==> src/rtl/thermometer_serial_decoder.sv <==
//==============================================================================
// Module   : thermometer_serial_decoder
// Purpose  : Bit-serial (LSB first) thermometer frame receiver reporting the
//            ones count, a monotonicity error flag and the raw frame.
// Revision : 1.0 - initial release
//==============================================================================
`default_nettype none

module thermometer_serial_decoder #(
    parameter int K = 3,
    parameter int W = 7
) (
    input  logic         clk,
    input  logic         rst_n,
    input  logic         in_valid,
    input  logic         in_bit,
    output logic         in_ready,
    input  logic         abort,
    output logic         out_valid,
    input  logic         out_ready,
    output logic [K-1:0] q,
    output logic         err,
    output logic [W-1:0] code
);

    localparam int IDX_W = (W > 1) ? $clog2(W) : 1;
    localparam logic [IDX_W-1:0] C_LAST_IDX = IDX_W'(W - 1);

    typedef enum logic [0:0] {
        RECV = 1'b0,
        HOLD = 1'b1
    } state_t;

    state_t           r_state;
    state_t           w_state_next;
    logic [IDX_W-1:0] r_idx;
    logic [K-1:0]     r_ones;
    logic             r_seen0;
    logic             r_err_acc;
    logic [K-1:0]     r_q;
    logic             r_err;
    logic [W-1:0]     r_code;

    logic             w_accept;
    logic             w_last;
    logic             w_release;
    logic [K-1:0]     w_ones_next;
    logic             w_err_next;

    // Handshake outputs come straight from the state register only.
    assign in_ready  = (r_state == RECV);
    assign out_valid = (r_state == HOLD);
    assign q         = r_q;
    assign err       = r_err;
    assign code      = r_code;

    assign w_accept    = in_valid && (r_state == RECV);
    assign w_last      = w_accept && (r_idx == C_LAST_IDX);
    assign w_release   = (r_state == HOLD) && out_ready;
    assign w_ones_next = r_ones + K'(in_bit);
    assign w_err_next  = r_err_acc | (r_seen0 & in_bit);

    always_ff @(posedge clk or negedge rst_n) begin
        if (!rst_n) begin
            r_state <= RECV;
        end else begin
            r_state <= w_state_next;
        end
    end

    always_comb begin
        w_state_next = r_state;
        if (abort) begin
            w_state_next = RECV;
        end else begin
            case (r_state)
                RECV:    if (w_last)    w_state_next = HOLD;
                HOLD:    if (w_release) w_state_next = RECV;
                default: w_state_next = RECV;
            endcase
        end
    end

    // A 1 arriving after any 0 breaks monotonicity; the current bit is folded
    // into the latched results so the last bit counts.
    always_ff @(posedge clk or negedge rst_n) begin
        if (!rst_n) begin
            r_idx     <= '0;
            r_ones    <= '0;
            r_seen0   <= 1'b0;
            r_err_acc <= 1'b0;
            r_q       <= '0;
            r_err     <= 1'b0;
            r_code    <= '0;
        end else if (abort) begin
            r_idx     <= '0;
            r_ones    <= '0;
            r_seen0   <= 1'b0;
            r_err_acc <= 1'b0;
        end else if (w_accept) begin
            r_code[r_idx] <= in_bit;
            r_ones        <= w_ones_next;
            r_seen0       <= r_seen0 | ~in_bit;
            r_err_acc     <= w_err_next;
            if (w_last) begin
                r_q   <= w_ones_next;
                r_err <= w_err_next;
                r_idx <= '0;
            end else begin
                r_idx <= r_idx + IDX_W'(1);
            end
        end else if (w_release) begin
            r_ones    <= '0;
            r_seen0   <= 1'b0;
            r_err_acc <= 1'b0;
        end
    end

endmodule

`default_nettype wire

==> config.mk <==
export PLATFORM = sky130hd
export DESIGN_NAME = thermometer_serial_decoder
export DESIGN_NICKNAME = d
export VERILOG_FILES = /design/src/rtl/thermometer_serial_decoder.sv
export SDC_FILE = /design/constraint.sdc
export NUM_CORES = 1
export LEC_CHECK = 0
export ABC_CLOCK_PERIOD_IN_PS = 1450
export CORE_MARGIN = 2
export CORE_UTILIZATION = 39
export DETAILED_ROUTE_END_ITERATION = 7
export GPL_TIMING_DRIVEN = 0
export REMOVE_ABC_BUFFERS = 1
export SLEW_MARGIN = 20
export SYNTH_ARGS = -nofsm -noshare
export SYNTH_HDL_FRONTEND = slang
export SYNTH_SLANG_ARGS = --single-unit
export TNS_END_PERCENT = 100
==> constraint.sdc <==
create_clock -name clk -period 1.45 [get_ports clk]
set_input_delay 0.2175 -clock clk [delete_from_list [all_inputs] [get_ports clk]]
set_output_delay 0.2175 -clock clk [all_outputs]
set_load 0.01 [all_outputs]
After elaboration in Yosys (flattened, before gate mapping)

Cells that the tools add are included.

Register bits: 20
Bits in latches: 0
RAM bits: 0
ROM bits: 0
Input port bits: 6
Output and inout bits: 13
Logic and storage cells: 45
Memories: 0

Add/subtract/negate cells: 2
$mul: 0
Div/mod/pow operators: 0
Magnitude comparators: 2
Equality and inequality tests: 1
Shifts and indexed selects: 0
Multiplexer cells: 18
Bitwise logic cells: 6
Reduce and logical (&&, ||, !) cells: 8

Operators by type and width:

| operator                                            | count |
|---|---|
| 2-to-1 mux 3 bit                                    | 6 |
| 2-to-1 mux 1 bit                                    | 9 |
| bitwise mux 7 bit                                   | 1 |
| logical AND 1 bit                                   | 4 |
| < comparator 3 x 4 -> 1 bit, second input constant  | 1 |
| adder 3 x 1 -> 3 bit                                | 1 |
| adder 3 x 1 -> 3 bit, second input constant         | 1 |
| demux 1 bit (select 3 bit)                          | 1 |
| equality test 3 bit, second input constant          | 1 |
| >= comparator 3 x 1 -> 1 bit, second input constant | 1 |
| inverter 1 bit                                      | 3 |
| AND reduction 3 bit                                 | 1 |
| nonzero test 3 bit                                  | 1 |
| bitwise OR 1 bit                                    | 2 |
| one-hot mux 1 bit (2 select lines)                  | 1 |
| AND reduction 2 bit                                 | 1 |
| nonzero test 2 bit                                  | 1 |
| bitwise AND 1 bit                                   | 1 |

Depth between registers and ports, before layout

Gate-level depths: netlist of the first run.

Depth after elaboration: 6
Gate-level depth with buffers: 5
Gate-level depth less buffers: 5

Least setup slack after synthesis of the first run

No wires, ideal clock.

Path kind: register to register
Start point: reg r_idx[0]
End point: reg r_q[0] (netlist: q[0])
Library setup time: 0.125 ns
Arrival: 1.367 ns
Data required time: 1.325 ns
Slack: -0.042 ns
Stages on the path, launching flop included: 6
Path buffers: 0
Period minus slack after synthesis: 1.492 ns
Cells stage by stage: dfrtp_1 -> inv_1 -> ha_1 -> nand2_1 -> nor3_4 -> mux2_2

Word-level cells in the longest chain between the ends: 3

Ends and longest elaborated chain:

| element                              | RTL line | source |
|---|---|---|
| start: declaration                   | 36       | `logic [IDX_W-1:0] r_idx;` |
| start signal: assignment             | 110      | `r_idx <= r_idx + IDX_W'(1);` |
| equality test 3 bit                  | 58       | `assign w_last = w_accept && (r_idx == C_LAST_IDX);` |
| logical AND 1 bit                    | 58       |  |
| AND reduction 3 bit (no source line) | --       |  |
| end signal: assignment               | 106      | `r_q <= w_ones_next;` |
| end: declaration                     | 40       | `logic [K-1:0] r_q;` |

No other way between the ends.
A chain may end at the register's enable or synchronous reset.

Worst setup path after layout of the first run

Start point: reg r_idx[0]
End point: reg r_code[0] (netlist: code[0])

Word-level cells in the longest chain between the ends: 5
Elaborated cells between the ends (all ways): 6

Ends and longest elaborated chain:

| element                                                                                           | RTL line | source |
|---|---|---|
| < comparator 3 x 4 -> 1 bit (implied by the code) or >= comparator 3 x 1 -> 1 bit (tied branches) | 101      | `r_code[r_idx] <= in_bit;` |
| logical AND 1 bit (implied by the code)                                                           | 101      |  |
| 2-to-1 mux 1 bit (implied by the code)                                                            | 101      |  |
| demux 1 bit (select 3 bit) (*)                                                                    | 101      |  |
| bitwise mux 7 bit (*)                                                                             | 101      |  |
| end signal: indexed assignment                                                                    | 101      |  |
| end: declaration                                                                                  | 42       | `logic [W-1:0] r_code;` |

Mark *: on every way between the ends. The rest lies on a longest branch, timed or not.

==> impl_metrics.json, run 1 <==
{
  "netlist.area_leader.share": 0.4819,
  "vias": 779,
  "ant_nets": 0,
  "num_rows": 18,
  "status": "finished with violations",
  "initial_utilization": 0.4154,
  "dpl.hpwl_mm": 1.441,
  "track_usage": 0.1490,
  "fin_crit_ns": 1.494,
  "ys_types": 29,
  "ys_seq_elements": 20,
  "io_buffers": 18,
  "timing.final.crit_share": 1.030,
  "cts-buffers-inserted": 3,
  "vias_per_cell": 5.193,
  "ys_seq_area_frac": 0.4819,
  "startpoint_type": "flip-flop",
  "violations": "negative setup slack",
  "arrival_ns": 1.70,
  "tightest_slew_ns": 0.8989,
  "maxCapViolCount": 0,
  "grt_max_degree": 21,
  "p_per_area_nw_per_um2": 903.6,
  "hp-class": "in2async",
  "cts_root_buf": "clkbuf_4",
  "drc": 0,
  "slew_headroom": 0.3989,
  "async_reset_ff_frac": 1.000,
  "fin_skew_ns": 0.006082,
  "routedWlPerCell_um": 15.28,
  "netlist_top_cells_area": "dfrtp_1, mux2_2, ha_1, nand2_1, a21oi_1",
  "path_clk_slew_ns": 0.12,
  "io_pins": 19,
  "yosysWarnings": 0,
  "rsz0062_at_grt": "true",
  "netlist_area_um2": 1038,
  "path_max_fanout": 4,
  "syn_avg_cell_area_um2": 11.67,
  "finalPower_uw": 1319,
  "routed_wl_mm": 2.292,
  "nets": 131,
  "cp-end-kind": "flip-flop",
  "htreeDepth": 1,
  "drtIter0Drc": 17,
  "cts_max_path_buffers": 2,
  "critical_path_class": "reg2reg",
  "die_area_um2": 3091,
  "setup_ws_ns": -0.04380,
  "die_w_um": 55.60,
  "grt_antenna_before_repair": 0,
  "dp_cells": 134,
  "clk_latency_ns": 0.30,
  "cts_tree": "yes",
  "power.leakage_uw": 0.0008076,
  "fmax_mhz": 669.4,
  "clock-sinks": 20,
  "gp_congestion": 0.6948,
  "peakVddDrop_mv": 0.7184,
  "synth_common_cells": "dfrtp_1, mux2_2, nand2_1",
  "final_cells": 150,
  "die_h_um": 55.60,
  "dominantRegCellSynth": "dfrtp_1",
  "core_area_um2": 2500,
  "diodes": 0,
  "setup_viol": 5,
  "synth_edf_count": 0,
  "finalHoldViolations": 0,
  "syn2layout_area_growth_pct": 40.60,
  "grt_pass1_vias": 787,
  "grt_pass1_wl_mm": 3.636,
  "detail_route.first_pass.iterations": 4,
  "synth.most_common_cell": "dfrtp_1",
  "critPathRequiredTime_ns": 1.65,
  "syn_inst": 89,
  "yosysTopAreaCell": "dfrtp_1",
  "slew_violations": 0,
  "fill_cells": 196,
  "pre_cts_ws_ns": -0.5717,
  "grt_overflow": 0,
  "drive_above_1_share": 0.3583
}
worst paths after layout:
path | start | slack (ns) | depth (start not counted) | end
max in group asynchronous | rst_n | 0.43 | 1 | r_idx[1]
worst max-delay path | r_idx[0] | -0.04 | 5 | code[0]
min in group clk | q[0] | 0.51 | 1 | q[0]
worst min-delay path | rst_n | 0.40 | 1 | q[0]
worst min register to register | q[0] | 0.51 | 1 | q[0]
worst max register to register | r_idx[0] | -0.04 | 5 | code[0]
sequential cells by signal (all words and copies together), names as in the netlist:
signal / cells
code: 7
err: 1
out_valid: 1
q: 3
r_err_acc: 1
r_idx: 3
r_ones: 3
r_seen0: 1
logic make-up after synthesis:
kind of cell | after synthesis | synth area share
xor+xnor | 1 | 0.008435
fa+ha+maj | 4 | 0.04819
mux | 13 | 0.1434
buf+inv | 7 | 0.04095
compound gates | 15 | 0.08555
flops | 20 | 0.4819
simple gates | 29 | 0.1916
power by group:
part / internal [µW] / switching (µW) / total [µW]
Combinational: 131 / 103 / 235
Clock: 279 / 176 / 455
Sequential: 601 / 29.0 / 630
cells in the final DEF, fill, tap and decap left out, types with 3 or more instances in the layout:
master           synthesis  layout
dlymetal6s2s_1           0       9
mux2_2                  11       7
buf_4                    0       7
o21ai_0                  3       3
clkbuf_4                 0       3
nor2b_1                  4       4
nor2_1                   4       4
nand2_1                  9       8
dfrtp_2                  0       3
dlygate4sd2_1            0       5
dfrtp_1                 20      17
mux2_4                   1       5
buf_6                    2       5
a21oi_1                  6       6
clkdlybuf4s50_1          0       3
repair_timing:
| item | in CTS | in global routing |
|---|---|---|
| setup buffers | 9 | 3 |
| hold buffers | 0 | 0 |
| pin swaps | 2 | 2 |
| resized for setup | 20 | 19 |
| endpoints found under the setup margin | 17 | 20 |
layout make-up:
| type | instances | area (µm²) | share of cell area |
|---|---|---|---|
| multi-input combinational | 62 | 548.0 | 0.3753 |
| clock inverter | 1 | 30.03 | 0.02057 |
| inverter | 4 | 17.52 | 0.01200 |
| timing repair buffer | 30 | 300.3 | 0.2057 |
| tap | 30 | 37.54 | 0.02571 |
| sequential | 20 | 504.2 | 0.3453 |
| clock buffer | 3 | 22.52 | 0.01542 |
per-stage QoR:
step	area, µm²	setup TNS (ns)	hold WS, ns	utilization
2_1_floorplan	1011	-0.1247	-0.07809	-
3_3_place_gp	1229	-6.381	0.4889	0.4915
3_5_place_dp	1229	-6.826	0.4959	0.4915
4_1_cts	1375	-0.1148	0.4278	0.5501
5_1_grt	1460	-0.5397	0.4501	0.5841
6_report	1460	-0.1170	0.4046	0.5841
routing by layer:
metal,global-route usage,wire length (µm),vias up
met5,0,0,-
met4,0.06272,27,0
met3,0.02093,42,6
met2,0.2364,1122,16
met1,0.2036,1101,376
li1,-,-,381
worst max-delay path: stages (launching register included):
cell and delay (ns):
dfrtp_2 0.43, buf_6 0.13, nor4b_4 0.34, buf_4 0.17, nand2_1 0.05, mux2_2 0.27
No activity file was read; power rests on OpenSTA's default activity.
==> run 2, diff against run 1 <==
--- a/config.mk
+++ b/config.mk
@@ -5,11 +5,13 @@
 export SDC_FILE = /design/constraint.sdc
 export NUM_CORES = 1
 export LEC_CHECK = 0
-export ABC_CLOCK_PERIOD_IN_PS = 1450
+export ABC_CLOCK_PERIOD_IN_PS = 1400
 export CORE_MARGIN = 2
-export CORE_UTILIZATION = 39
+export CORE_UTILIZATION = 50
+export CTS_BUF_LIST = sky130_fd_sc_hd__clkbuf_8 sky130_fd_sc_hd__clkbuf_16
 export DETAILED_ROUTE_END_ITERATION = 7
 export GPL_TIMING_DRIVEN = 0
+export PLACE_DENSITY = 0.77
 export REMOVE_ABC_BUFFERS = 1
 export SLEW_MARGIN = 20
 export SYNTH_ARGS = -nofsm -noshare
==> constraint.sdc (replaced) <==
create_clock -name clk -period 1.4 [get_ports clk]
set_input_delay 0.21 -clock clk [delete_from_list [all_inputs] [get_ports clk]]
set_output_delay 0.21 -clock clk [all_outputs]
set_load 0.01 [all_outputs]
==> run 2 against run 1 <==
  * The flow still finishes with violations (negative setup slack)
  * Sequential power is 4.0% higher
  * Flip-flop and latch count stayed put
  * Largest cell class unchanged
  * Global-route usage is 4.6 points higher
  * Worst hold slack better by 0.056 ns
  * Register-to-register slack worse by 0.03 ns
  * Critical path type unchanged
  * Highest routed layer unchanged
  * Clock power is 19% lower
==> impl_metrics.json, run 2 (synthesized netlist as in run 1, its figures left out) <==
{
  "num_rows": 16,
  "largest_reg_flops": 7,
  "cts-buffers-inserted": 3,
  "regToRegEndpoint": "q[1]",
  "peakVddDrop_mv": 0.6485,
  "finalSetupTns_ns": -0.3654,
  "initial_utilization": 0.5293,
  "path_max_fanout": 4,
  "gp_congestion": 0.7167,
  "violations": "negative setup slack",
  "multiInputGateArea_um2": 549.3,
  "fill_cells": 147,
  "routedWlPerCell_um": 15.89,
  "die_w_um": 49.58,
  "rr_startpoint": "r_idx[0]",
  "clock-sinks": 20,
  "crit_start": "r_idx[0]",
  "fin_skew_ns": 0.0004668,
  "drc": 0,
  "timing.final.crit_share": 1.056,
  "drtIter0Drc": 26,
  "hp-class": "in2async",
  "crit_path_end": "q[1]",
  "htreeDepth": 1,
  "io_buffers": 18,
  "track_usage": 0.1951,
  "critical_path_class": "reg2reg",
  "p_per_area_nw_per_um2": 895.0,
  "cts_root_buf": "clkbuf_8",
  "power.leakage_uw": 0.0006389,
  "final_area_um2": 1413,
  "grt_pass1_wl_mm": 3.677,
  "drive_above_1_share": 0.3675,
  "syn2layout_area_growth_pct": 36.02,
  "ant_nets": 0,
  "final_cells": 144,
  "final_cell_mix": "dfrtp_1, clkdlybuf4s50_1, nand2_1, mux2_2, buf_6",
  "finalHoldViolations": 0,
  "pre_cts_ws_ns": -0.6008,
  "vias_per_cell": 5.431,
  "slew_violations": 0,
  "rsz0062_at_grt": "true",
  "arrival_ns": 1.62,
  "slew_headroom": 0.4011,
  "hold_buffers": 0,
  "setup_viol": 9,
  "grt_pass1_vias": 769,
  "detail_route.first_pass.iterations": 4,
  "fin_crit_ns": 1.479,
  "startpoint_type": "flip-flop",
  "maxCapViolCount": 0,
  "dp_cells": 131,
  "setup_ws_ns": -0.07872,
  "seqCellArea_um2": 504.2,
  "placed_cell_area_um2": 1225,
  "diodes": 0,
  "vias": 782,
  "die_h_um": 49.58,
  "routed_wl_mm": 2.288,
  "r2r_cells": 6,
  "clk_latency_ns": 0.25,
  "core_area_um2": 1962,
  "cts_tree": "yes",
  "dpl.hpwl_mm": 1.359,
  "nets": 129,
  "path_clk_slew_ns": 0.07,
  "grt_max_degree": 21,
  "cts_max_path_buffers": 2,
  "tightest_slew_ns": 0.8955,
  "final_common_cell": "dfrtp_1",
  "grt_antenna_before_repair": 0,
  "cp-end-kind": "flip-flop",
  "fmax_mhz": 676.3,
  "io_pins": 19,
  "grt_overflow": 0,
  "die_area_um2": 2458,
  "finalPower_uw": 1264,
  "critPathRequiredTime_ns": 1.54,
  "status": "finished with violations",
  "r2r_slack_ns": -0.08
}
[run 2: changes by cell type in the layout (fill, tap and decap cells not counted), moves of 2 or more]
cell	change
buf_4	-3
clkbuf_4	-3
clkbuf_8	+3
clkdlybuf4s50_1	+10
dlygate4sd2_1	-2
dlymetal6s2s_1	-9
[run 2: timing repair]
| action | 4_1_cts | 5_1_grt |
|---|---|---|
| pin swaps | 3 | 4 |
| setup endpoints to repair | 19 | 16 |
| setup buffers | 8 | 2 |
| resized for setup | 20 | 12 |
[run 2: power breakdown]
| group | switching, µW | internal [µW] | total (µW) |
|---|---|---|---|
| Sequential | 32.2 | 623 | 655 |
| Clock | 177 | 191 | 368 |
| Combinational | 105 | 136 | 241 |
| Total | 314 | 951 | 1260 |
[run 2: critical path: stages (launching register included)]
cell     delay (ns)
dfrtp_2        0.42
inv_2          0.09
ha_4           0.14
nand2_2        0.08
nor3_4         0.18
buf_6          0.15
mux2_4         0.30
[run 2: per-layer routing]
metal / track usage / up-vias / part of all wire
li1: - / 367 / -
met1: 0.2653 / 398 / 0.46
met2: 0.3111 / 15 / 0.50
met3: 0.03636 / 2 / 0.035
met4: 0.06944 / 0 / 0.0083
met5: 0 / - / 0
[run 2: worst min-delay path by stage]
stage | slack, ns | end | cells after the start
3_5_place_dp | 0.50 | code[0] | 1
3_3_place_gp | 0.49 | q[2] | 1
2_1_floorplan | -0.09 | code[0] | 0
6_report | 0.46 | q[0] | 1
4_1_cts | 0.49 | q[1] | 1
5_1_grt | 0.53 | r_err_acc | 1
[run 2: final cells by class]
cell class	count	area share
Multi-Input combinational cell	62	0.3888
Sequential cell	20	0.3570
Timing Repair Buffer	28	0.1904
Clock buffer	3	0.02923
Tap cell	27	0.02392
Inverter	4	0.01063
[run 2: stage by stage]
step / utilization / hold slack, ns
2_1_floorplan: - / -0.08559
3_3_place_gp: 0.6244 / 0.4911
3_5_place_dp: 0.6244 / 0.4961
4_1_cts: 0.6920 / 0.4854
5_1_grt: 0.7200 / 0.5330
6_report: 0.7200 / 0.4606
